<file path="src/rtl/vpu_exec_issuer.sv">
`timescale 1ns/1ps
`default_nettype none
// ============================================================================
//  Module      : vpu_exec_issuer
//  Description : Accepts a vector op request, fetches up to SRC_CNT operands
//                from the register file (one read per cycle), issues them to
//                the exec unit, waits for completion with a timeout, and
//                holds the result on the writeback port until accepted.
//  Revision    : 1.0 - initial release
// ============================================================================
module vpu_exec_issuer #(
    parameter int DWIDTH  = 256,
    parameter int SRC_CNT = 3,
    parameter int ADDR_W  = 5,
    parameter int OPF_W   = 8,
    parameter int TMO     = 1023
) (
    input  logic                        clk,
    input  logic                        rst_n,
    input  logic                        req_valid_i,
    output logic                        req_ready_o,
    input  logic [OPF_W-1:0]            req_op_func_i,
    input  logic [SRC_CNT*ADDR_W-1:0]   req_src_addr_i,
    input  logic [1:0]                  req_src_cnt_i,
    input  logic [ADDR_W-1:0]           req_dst_addr_i,
    output logic                        rf_rd_en_o,
    output logic [ADDR_W-1:0]           rf_rd_addr_o,
    input  logic [DWIDTH-1:0]           rf_rd_data_i,
    output logic                        exec_start_o,
    output logic [OPF_W-1:0]            exec_op_func_o,
    output logic [SRC_CNT*DWIDTH-1:0]   exec_operand_o,
    output logic [SRC_CNT-1:0]          exec_operand_valid_o,
    input  logic [DWIDTH-1:0]           exec_dout_i,
    input  logic                        exec_done_i,
    output logic                        wb_valid_o,
    output logic [ADDR_W-1:0]           wb_addr_o,
    output logic [DWIDTH-1:0]           wb_data_o,
    input  logic                        wb_ready_i,
    output logic                        err_timeout_o
);

    localparam int c_tmr_w = $clog2(TMO + 1);
    localparam int c_n_w   = $clog2(SRC_CNT + 1);

    typedef enum logic [2:0] {
        IDLE  = 3'd0,
        FETCH = 3'd1,
        ISSUE = 3'd2,
        WAIT  = 3'd3,
        WB    = 3'd4
    } state_t;

    state_t                      r_state;
    logic                        r_ready;
    logic [OPF_W-1:0]            r_opf;
    logic [SRC_CNT*ADDR_W-1:0]   r_src;
    logic [ADDR_W-1:0]           r_dst;
    logic [c_n_w-1:0]            r_n;
    logic [c_n_w-1:0]            r_fcnt;     // cycles spent in FETCH
    logic                        r_rd_en;
    logic [ADDR_W-1:0]           r_rd_addr;
    logic                        r_start;
    logic [SRC_CNT*DWIDTH-1:0]   r_operand;
    logic [SRC_CNT-1:0]          r_opvalid;
    logic [c_tmr_w-1:0]          r_tmr;
    logic                        r_wb_valid;
    logic [ADDR_W-1:0]           r_wb_addr;
    logic [DWIDTH-1:0]           r_wb_data;
    logic                        r_err;

    logic [c_n_w-1:0]            w_n_eff;
    logic [SRC_CNT-1:0]          w_mask;
    logic                        w_more;
    int                          w_next_idx;

    // Effective source count (0 means 1, clamp to SRC_CNT), slot mask and
    // whether another register-file read follows the current FETCH cycle.
    always_comb begin
        if (req_src_cnt_i == 2'd0) begin
            w_n_eff = c_n_w'(1);
        end else if (int'(req_src_cnt_i) > SRC_CNT) begin
            w_n_eff = c_n_w'(SRC_CNT);
        end else begin
            w_n_eff = c_n_w'(req_src_cnt_i);
        end
        w_mask = '0;
        for (int k = 0; k < SRC_CNT; k++) begin
            w_mask[k] = (k < int'(r_n));
        end
        w_more     = (int'(r_fcnt) + 1 < int'(r_n));
        w_next_idx = w_more ? int'(r_fcnt) + 1 : 0;
    end

    // Main control FSM with all outputs registered.
    always_ff @(posedge clk) begin
        if (!rst_n) begin
            r_state    <= IDLE;
            r_ready    <= 1'b1;
            r_opf      <= '0;
            r_src      <= '0;
            r_dst      <= '0;
            r_n        <= '0;
            r_fcnt     <= '0;
            r_rd_en    <= 1'b0;
            r_rd_addr  <= '0;
            r_start    <= 1'b0;
            r_operand  <= '0;
            r_opvalid  <= '0;
            r_tmr      <= '0;
            r_wb_valid <= 1'b0;
            r_wb_addr  <= '0;
            r_wb_data  <= '0;
            r_err      <= 1'b0;
        end else begin
            r_start <= 1'b0;
            r_err   <= 1'b0;
            case (r_state)
                IDLE: begin
                    if (req_valid_i) begin
                        r_opf     <= req_op_func_i;
                        r_src     <= req_src_addr_i;
                        r_dst     <= req_dst_addr_i;
                        r_n       <= w_n_eff;
                        r_operand <= '0;
                        r_fcnt    <= '0;
                        r_rd_en   <= 1'b1;
                        r_rd_addr <= req_src_addr_i[ADDR_W-1:0];
                        r_ready   <= 1'b0;
                        r_state   <= FETCH;
                    end
                end
                FETCH: begin
                    // Data for the read issued last cycle is on rf_rd_data_i now.
                    if (r_fcnt != '0) begin
                        r_operand[(int'(r_fcnt) - 1) * DWIDTH +: DWIDTH] <= rf_rd_data_i;
                    end
                    if (r_fcnt == r_n) begin
                        r_start   <= 1'b1;
                        r_opvalid <= w_mask;
                        r_state   <= ISSUE;
                    end else begin
                        r_fcnt <= r_fcnt + c_n_w'(1);
                    end
                    r_rd_en   <= w_more;
                    r_rd_addr <= w_more ? r_src[w_next_idx * ADDR_W +: ADDR_W] : '0;
                end
                ISSUE: begin
                    r_tmr   <= c_tmr_w'(1);
                    r_state <= WAIT;
                end
                WAIT: begin
                    if (exec_done_i) begin
                        r_wb_valid <= 1'b1;
                        r_wb_addr  <= r_dst;
                        r_wb_data  <= exec_dout_i;
                        r_opvalid  <= '0;
                        r_tmr      <= '0;
                        r_state    <= WB;
                    end else if (r_tmr == c_tmr_w'(TMO)) begin
                        r_err     <= 1'b1;
                        r_opvalid <= '0;
                        r_tmr     <= '0;
                        r_ready   <= 1'b1;
                        r_state   <= IDLE;
                    end else begin
                        r_tmr <= r_tmr + c_tmr_w'(1);
                    end
                end
                WB: begin
                    if (wb_ready_i) begin
                        r_wb_valid <= 1'b0;
                        r_ready    <= 1'b1;
                        r_state    <= IDLE;
                    end
                end
                default: begin
                    r_ready <= 1'b1;
                    r_state <= IDLE;
                end
            endcase
        end
    end

    assign req_ready_o          = r_ready;
    assign rf_rd_en_o           = r_rd_en;
    assign rf_rd_addr_o         = r_rd_addr;
    assign exec_start_o         = r_start;
    assign exec_op_func_o       = r_opf;
    assign exec_operand_o       = r_operand;
    assign exec_operand_valid_o = r_opvalid;
    assign wb_valid_o           = r_wb_valid;
    assign wb_addr_o            = r_wb_addr;
    assign wb_data_o            = r_wb_data;
    assign err_timeout_o        = r_err;

endmodule
`default_nettype wire

</file>
<file path="config.mk">
export PLATFORM = sky130hd
export DESIGN_NAME = vpu_exec_issuer
export DESIGN_NICKNAME = d
export VERILOG_FILES = /design/src/rtl/vpu_exec_issuer.sv
export SDC_FILE = /design/constraint.sdc
export NUM_CORES = 2
export LEC_CHECK = 0
export ABC_AREA = 1
export CORE_AREA = 2 2 622 624
export CTS_CLUSTER_DIAMETER = 40
export DETAILED_ROUTE_END_ITERATION = 8
export DIE_AREA = 0 0 624 626
export DONT_BUFFER_PORTS = 1
export PLACE_DENSITY = 0.34
export SETUP_SLACK_MARGIN = 0.1
export SLEW_MARGIN = 20
export SYNTH_ARGS = -nofsm -noshare
export SYNTH_HDL_FRONTEND = slang
export SYNTH_SLANG_ARGS = --single-unit
</file>
<file path="constraint.sdc">
create_clock -name clk -period 2.4 [get_ports clk]
set_input_delay 0.12 -clock clk [delete_from_list [all_inputs] [get_ports clk]]
set_output_delay 0.12 -clock clk [all_outputs]
set_load 0.01 [all_outputs]
</file>
# After elaboration in Yosys (flattened, before gate mapping)
# Index checks and enable logic that the tools add are counted.
word_totals:
  ff_bits: 1087
  out_inout_bits: 1050
op_classes:
  add_sub_neg: 5
  mul: 1
  n_lt_le_gt_ge: 4
  n_eq_ne: 15
  n_shift: 3
  n_mux: 36
  bitwise_logic: 3
  n_reduce_logical: 19
op_table:
  columns: ["cell", "n"]
  rows:
  - ["two-way mux 768 bit", 2]
  - ["one-hot mux 768 bit (2 select lines)", 1]
  - ["bitwise mux 768 bit", 1]
  - ["variable shift 256 x 33 -> 768 bit, first input constant", 1]
  - ["variable part select 256 x 33 -> 768 bit", 1]
  - ["negator 11 -> 33 bit", 1]
  - ["less-than comparator 32 x 3 -> 1 bit", 1]
  - ["two-way mux 3 bit", 8]
  - ["two-way mux 10 bit", 2]
  - ["one-hot mux 10 bit (2 select lines)", 1]
  - ["!= test 2 bit, second input constant", 8]
  - ["one-hot mux 3 bit (5 select lines)", 1]
  - ["variable part select 15 x 7 -> 5 bit", 1]
  - ["AND reduction 3 bit", 4]
  - ["adder 10 x 1 -> 10 bit, second input constant", 1]
  - ["== test 10 bit, second input constant", 1]
  - ["two-way mux 5 bit", 2]
  - ["one-hot mux 5 bit (2 select lines)", 1]
  - ["nonzero test 2 bit", 5]
  - ["two-way mux 1 bit", 9]
  - ["AND reduction 2 bit", 4]
  - ["== test 3 x 2 -> 1 bit, second input constant", 2]
  - ["multiplier 3 x 3 -> 6 bit, second input constant", 1]
  - ["two-way mux 2 bit", 3]
  - ["other kinds (20)", 24]

# Depth between registers and ports, before layout
depth:
  depth_word: 7
  ltp_mapped: 11
  ltp_nobuf: 11

# Worst setup path before layout
# No wires, ideal clock.
synth_timing:
  kind: "register -> register"
  from: "reg r_fcnt[0]"
  to: "reg r_operand[250] (netlist: exec_operand_o[250])"
  t_arrival_ns: 1.921
  required_ns: 2.329
  setup_slack_ns: 0.409
  stages_incl_launch_ff: 9
  path_buffers: 2
  period_less_slack_ns: 1.991
  cell_sequence: "dfxtp_1 inv_1 ha_1 nand2_1 inv_2 clkbuf_1 clkbuf_1 nand4_1 a21oi_1"
synth_between:
  elab_chain_cells: 6
synth_lines:
  columns: ["element", "line_no", "source"]
  rows:
  - ["start: declaration", "59", "logic [c_n_w-1:0] r_fcnt;"]
  - ["start signal: assignment", "142", "r_fcnt <= r_fcnt + c_n_w'(1);"]
  - ["subtractor 2 x 1 -> 3 bit", "135", "r_operand[(int'(r_fcnt) - 1) * DWIDTH +: DWIDTH] <= rf_rd_data_i;"]
  - ["negator 11 -> 33 bit", "135", null]
  - ["variable part select 256 x 33 -> 768 bit or variable shift 256 x 33 -> 768 bit (tied branches)", "135", null]
  - ["bitwise mux 768 bit", "135", null]
  - ["two-way mux 768 bit", "134", "if (r_fcnt != '0) begin"]
  - ["one-hot mux 768 bit (2 select lines)", "117", "case (r_state)"]
  - ["end signal: indexed assignment", "135", null]
  - ["end: declaration", "63", "logic [SRC_CNT*DWIDTH-1:0] r_operand;"]
# Parallel ways exist; a longest one is shown, timed or not. The select of a mux whose other input is x is not followed.
# A chain may end at the register's enable or synchronous reset.

==> summary.txt <==
Die
  • Std cell rows: 228
  • Starting density of the core: 0.115
  • Die H: 626 um
  • Count of boundary I/O pins: 1597
  • Width of the die: 624 um
  • Area enclosed by the die boundary: 391000 um2
  • Core ar.: 384000 um2

Cells and area
  • Area taken by flip-flops and latches: 21800 um2
  • Most common library cell in the layout ignoring fill and taps: sky130_fd_sc_hd__nor2_1
  • Post-route standard cell area excluding fillers: 72000 um2
  • Area occupied by multi-input gates: 18200 um2
  • Area growth from synthesis to layout: 63.2%
  • Share of the core filled with cells in the final layout: 0.187
  • Net count reported at finish: 7890
  • Filler cell count: 42976
  • Most frequent cells in the layout: sky130_fd_sc_hd__nor2_1 (1606), sky130_fd_sc_hd__dfxtp_1 (1086), sky130_fd_sc_hd__dlygate4sd3_1 (946)
  • Proportion of layout cells with a drive suffix above 1: 0.112

Pwr
  • Leak: 28.2 nW
  • Peak supply drop: 720 uV
  • Pwr dens: 1040 nW/um2
  • Final Total Pwr: 0.0751 W

Timing
  • RSZ-0062 raised after global routing: yes
  • Number of endpoints failing setup at the final stage: 0
  • Final sum of negative setup slack: 0 ns
  • Achievable clock frequency: 420 MHz
  • Final period demand of the worst path: 2.38 ns
  • Tightest Pin Transition: 1.24 ns
  • Fin crit share: 0.992
  • Worst-case headroom to the max-slew limit: 0.172
  • Fin Clk Skew: 0.0699 ns
  • Hold violation total from the final report: 0
  • Final-report max-slew violation count: 0

CTS
  • TritonCTS clock tree: yes
  • Clk_lat worst skew: 0.87 ns
  • Count of clock tree sinks: 1087
  • Clock buffer count from CTS: 280
  • CTS clock-pin slew for the worst setup and hold paths: 0.04 ns
  • Root cell of the clock tree: sky130_fd_sc_hd__clkbuf_16
  • Maximum clock path buffer count: 4
  • Number of levels in the clock H-tree: 5

Worst hold path
  • Capture endpoint of the worst hold path: wb_data_o[6]$_SDFFE_PN0P_
  • HP Class: in -> reg
  • Source of the worst hold timing path: exec_dout_i[6]
  • Worst hold stages: 3

Yosys
  • Main flop type after synthesis: sky130_fd_sc_hd__dfxtp_1
  • Synthesized area per cell: 7.02 um2
  • Number of flops mapped to enable cells by yosys: 0
  • Syn Inst Count: 6291
  • #FFs+latches synth: 1087
  • Async set-or-reset flop fraction in the synthesized netlist: 0
  • Number of warnings printed during yosys synthesis: 0
  • Sequential fraction of the synthesis area: 0.493
  • Cell area after synthesis: 44100 um2
  • Number of distinct standard cells referenced by the synthesized netlist: 30
  • Post-Synthesis Net Count: 6846

Setup path
  • Capture point of the worst reg-to-reg path: wb_data_o[64]$_SDFFE_PN0P_
  • WP buf/inv: 3
  • CP cell instances: dlygate4sd3_1, buf_16, nand2_2, nor2_1, dlygate4sd3_1
  • Crit path kind: in -> reg
  • Launch point of the worst reg-to-reg path: r_state[2]$_SDFFE_PN0P_
  • Setup slack of the worst register-to-register path: 0.11 ns
  • Top Family by Delay on Critical Path: buffers and inverters
  • CP max FO: 212
  • Standard cell with the maximum stage delay on the critical path: sky130_fd_sc_hd__dlygate4sd3_1
  • Arrival time at the worst endpoint: 3.19 ns
  • Endpoint type of the worst setup path: flop
  • Delay of the slowest cell on the worst path: 1.07 ns
  • Critical Path RT: 3.21 ns
  • Register-to-Register Path Depth: 10
  • Critical path's most frequent cell: sky130_fd_sc_hd__dlygate4sd3_1
  • Sort of element at the start of the critical path: input port

Placement
  • Dpl hpwl: 253000 um
  • Placer's final routability congestion estimate: 0.944
  • Placement-stage cell area: 51600 um2
  • Port Buf Inserts: 0

Detailed routing
  • Drt initial violations: 3997
  • Total vias in the final route: 48615
  • Total detailed-routing wirelength: 334000 um
  • Average routed wire per standard cell: 26.3 um
  • Vias per cell: 3.83
  • Antenna violation net count after detailed routing: 0
  • Total iterations of the first detailed-routing run: 6
  • Total DRC errors in the routed layout: 0

Global route
  • GR Util All Layers: 0.158
  • First-pass GRT wire length: 424000 um
  • Via count of the first global-routing pass: 45194
  • Antenna violations before repair: 109
  • Pin count of the biggest net entering global routing: 298
  • Total congestion overflow after global routing: 0

Job
  • Number of max-capacitance violations reported: 0

Run status
  • Run status: completed
timing repair:
item,CTS,global route
gates resized for setup,18,35
setup buffers,3,11
setup endpoints to repair,138,573
hold endpoints to repair,1087,219
pin swaps,2,5
hold buffers,798,153
gates cloned,2,13
logic make-up after synthesis:
kind of cell	share of synthesized area
AO/OA/AOI/OAI	0.125
buffers and inverters	0.0987
flip-flops	0.493
adder cells (fa/ha/maj)	0.00244
AND/OR/NAND/NOR	0.280
XOR/XNOR	0.000595
flip-flops by register name, summed over array words and instances (netlist names), 2 cells and up:
register              count
r_tmr                    10
wb_data_o               256
r_n                       2
r_dst                     5
wb_addr_o                 5
exec_operand_valid_o      3
exec_operand_o          768
r_src                    15
exec_op_func_o            8
r_fcnt                    2
rf_rd_addr_o              5
r_state                   3
worst min-delay path: cells and delay by family:
kind | cells | cell delay (ns)
buffers and inverters | 1 | 0.54
AND/OR/NAND/NOR | 2 | 0.16
cells in the mapped netlist (4+ instances only):
cell	n	area [um2]
sky130_fd_sc_hd__dfxtp_1	1087	21800
sky130_fd_sc_hd__clkbuf_1	271	1020
sky130_fd_sc_hd__nand4_1	262	1640
sky130_fd_sc_hd__nand2_1	852	3200
sky130_fd_sc_hd__ha_1	7	87.6
sky130_fd_sc_hd__buf_2	214	1070
sky130_fd_sc_hd__nor3_1	6	30.0
sky130_fd_sc_hd__o21ai_1	82	410
sky130_fd_sc_hd__clkbuf_2	26	130
sky130_fd_sc_hd__inv_1	551	2070
sky130_fd_sc_hd__o21ai_0	721	3610
sky130_fd_sc_hd__nand3_1	274	1370
sky130_fd_sc_hd__buf_1	8	30.0
sky130_fd_sc_hd__nor2_1	1617	6070
sky130_fd_sc_hd__a21oi_1	289	1450
sky130_fd_sc_hd__nand3_2	4	40.0
where the power goes:
group | switching (W) | internal (W) | total (W)
clock | 0.0131 | 0.0266 | 0.0397
sequential | 0.00361 | 0.0201 | 0.0237
combinational | 0.00724 | 0.00441 | 0.0117
total | 0.0239 | 0.0511 | 0.0751
how the worst max path moves through the flow:
stage,startpoint,to,slack (ns),cells past startpoint
2_1_floorplan,r_fcnt[0]$_SDFFE_PN0P_,exec_operand_o[250]$_SDFFE_PN0P_,0.41,8
3_3_place_gp,r_fcnt[1]$_SDFFE_PN0P_,exec_operand_o[423]$_SDFFE_PN0P_,-0.20,11
3_5_place_dp,r_fcnt[1]$_SDFFE_PN0P_,exec_operand_o[423]$_SDFFE_PN0P_,-0.21,11
4_1_cts,r_fcnt[1]$_SDFFE_PN0P_,exec_operand_o[423]$_SDFFE_PN0P_,0.06,11
5_1_grt,r_state[1]$_SDFFE_PN0P_,exec_operand_o[512]$_SDFFE_PN0P_,0.03,12
6_report,rst_n,r_tmr[5]$_SDFFE_PN0P_,0.02,5
per-layer routing:
| layer | GRT usage | vias to the layer above | share of wire |
|---|---|---|---|
| met1 | 0.161 | 23275 | 0.35 |
| met4 | 0.0763 | 34 | 0.055 |
| met2 | 0.284 | 2278 | 0.51 |
| met3 | 0.0575 | 653 | 0.087 |
| met5 | 0 | - | 0.00061 |
| li1 | - | 22375 | - |
final cells by class:
cell class                      instances  share of cell area
Antenna cell                           58             0.00202
Sequential cell                      1087               0.302
Clock buffer                          364               0.109
Clock inverter                        142              0.0279
Multi-Input combinational cell       4128               0.252
Inverter                              554              0.0296
Timing Repair inverter                  1            0.000122
Timing Repair Buffer                 1283               0.189
Tap cell                             5060              0.0879
per-stage QoR:
stage	setup slack [ns]	instances	hold slack, ns
floorplan	0.409	6291	0.199
global placement	-0.198	11133	0.256
detailed placement	-0.209	11133	0.263
CTS	0.0599	12442	-0.766
global route	0.0250	12654	-0.0300
finish	0.0188	12677	0.0213
(Power assumes the default switching activity.)
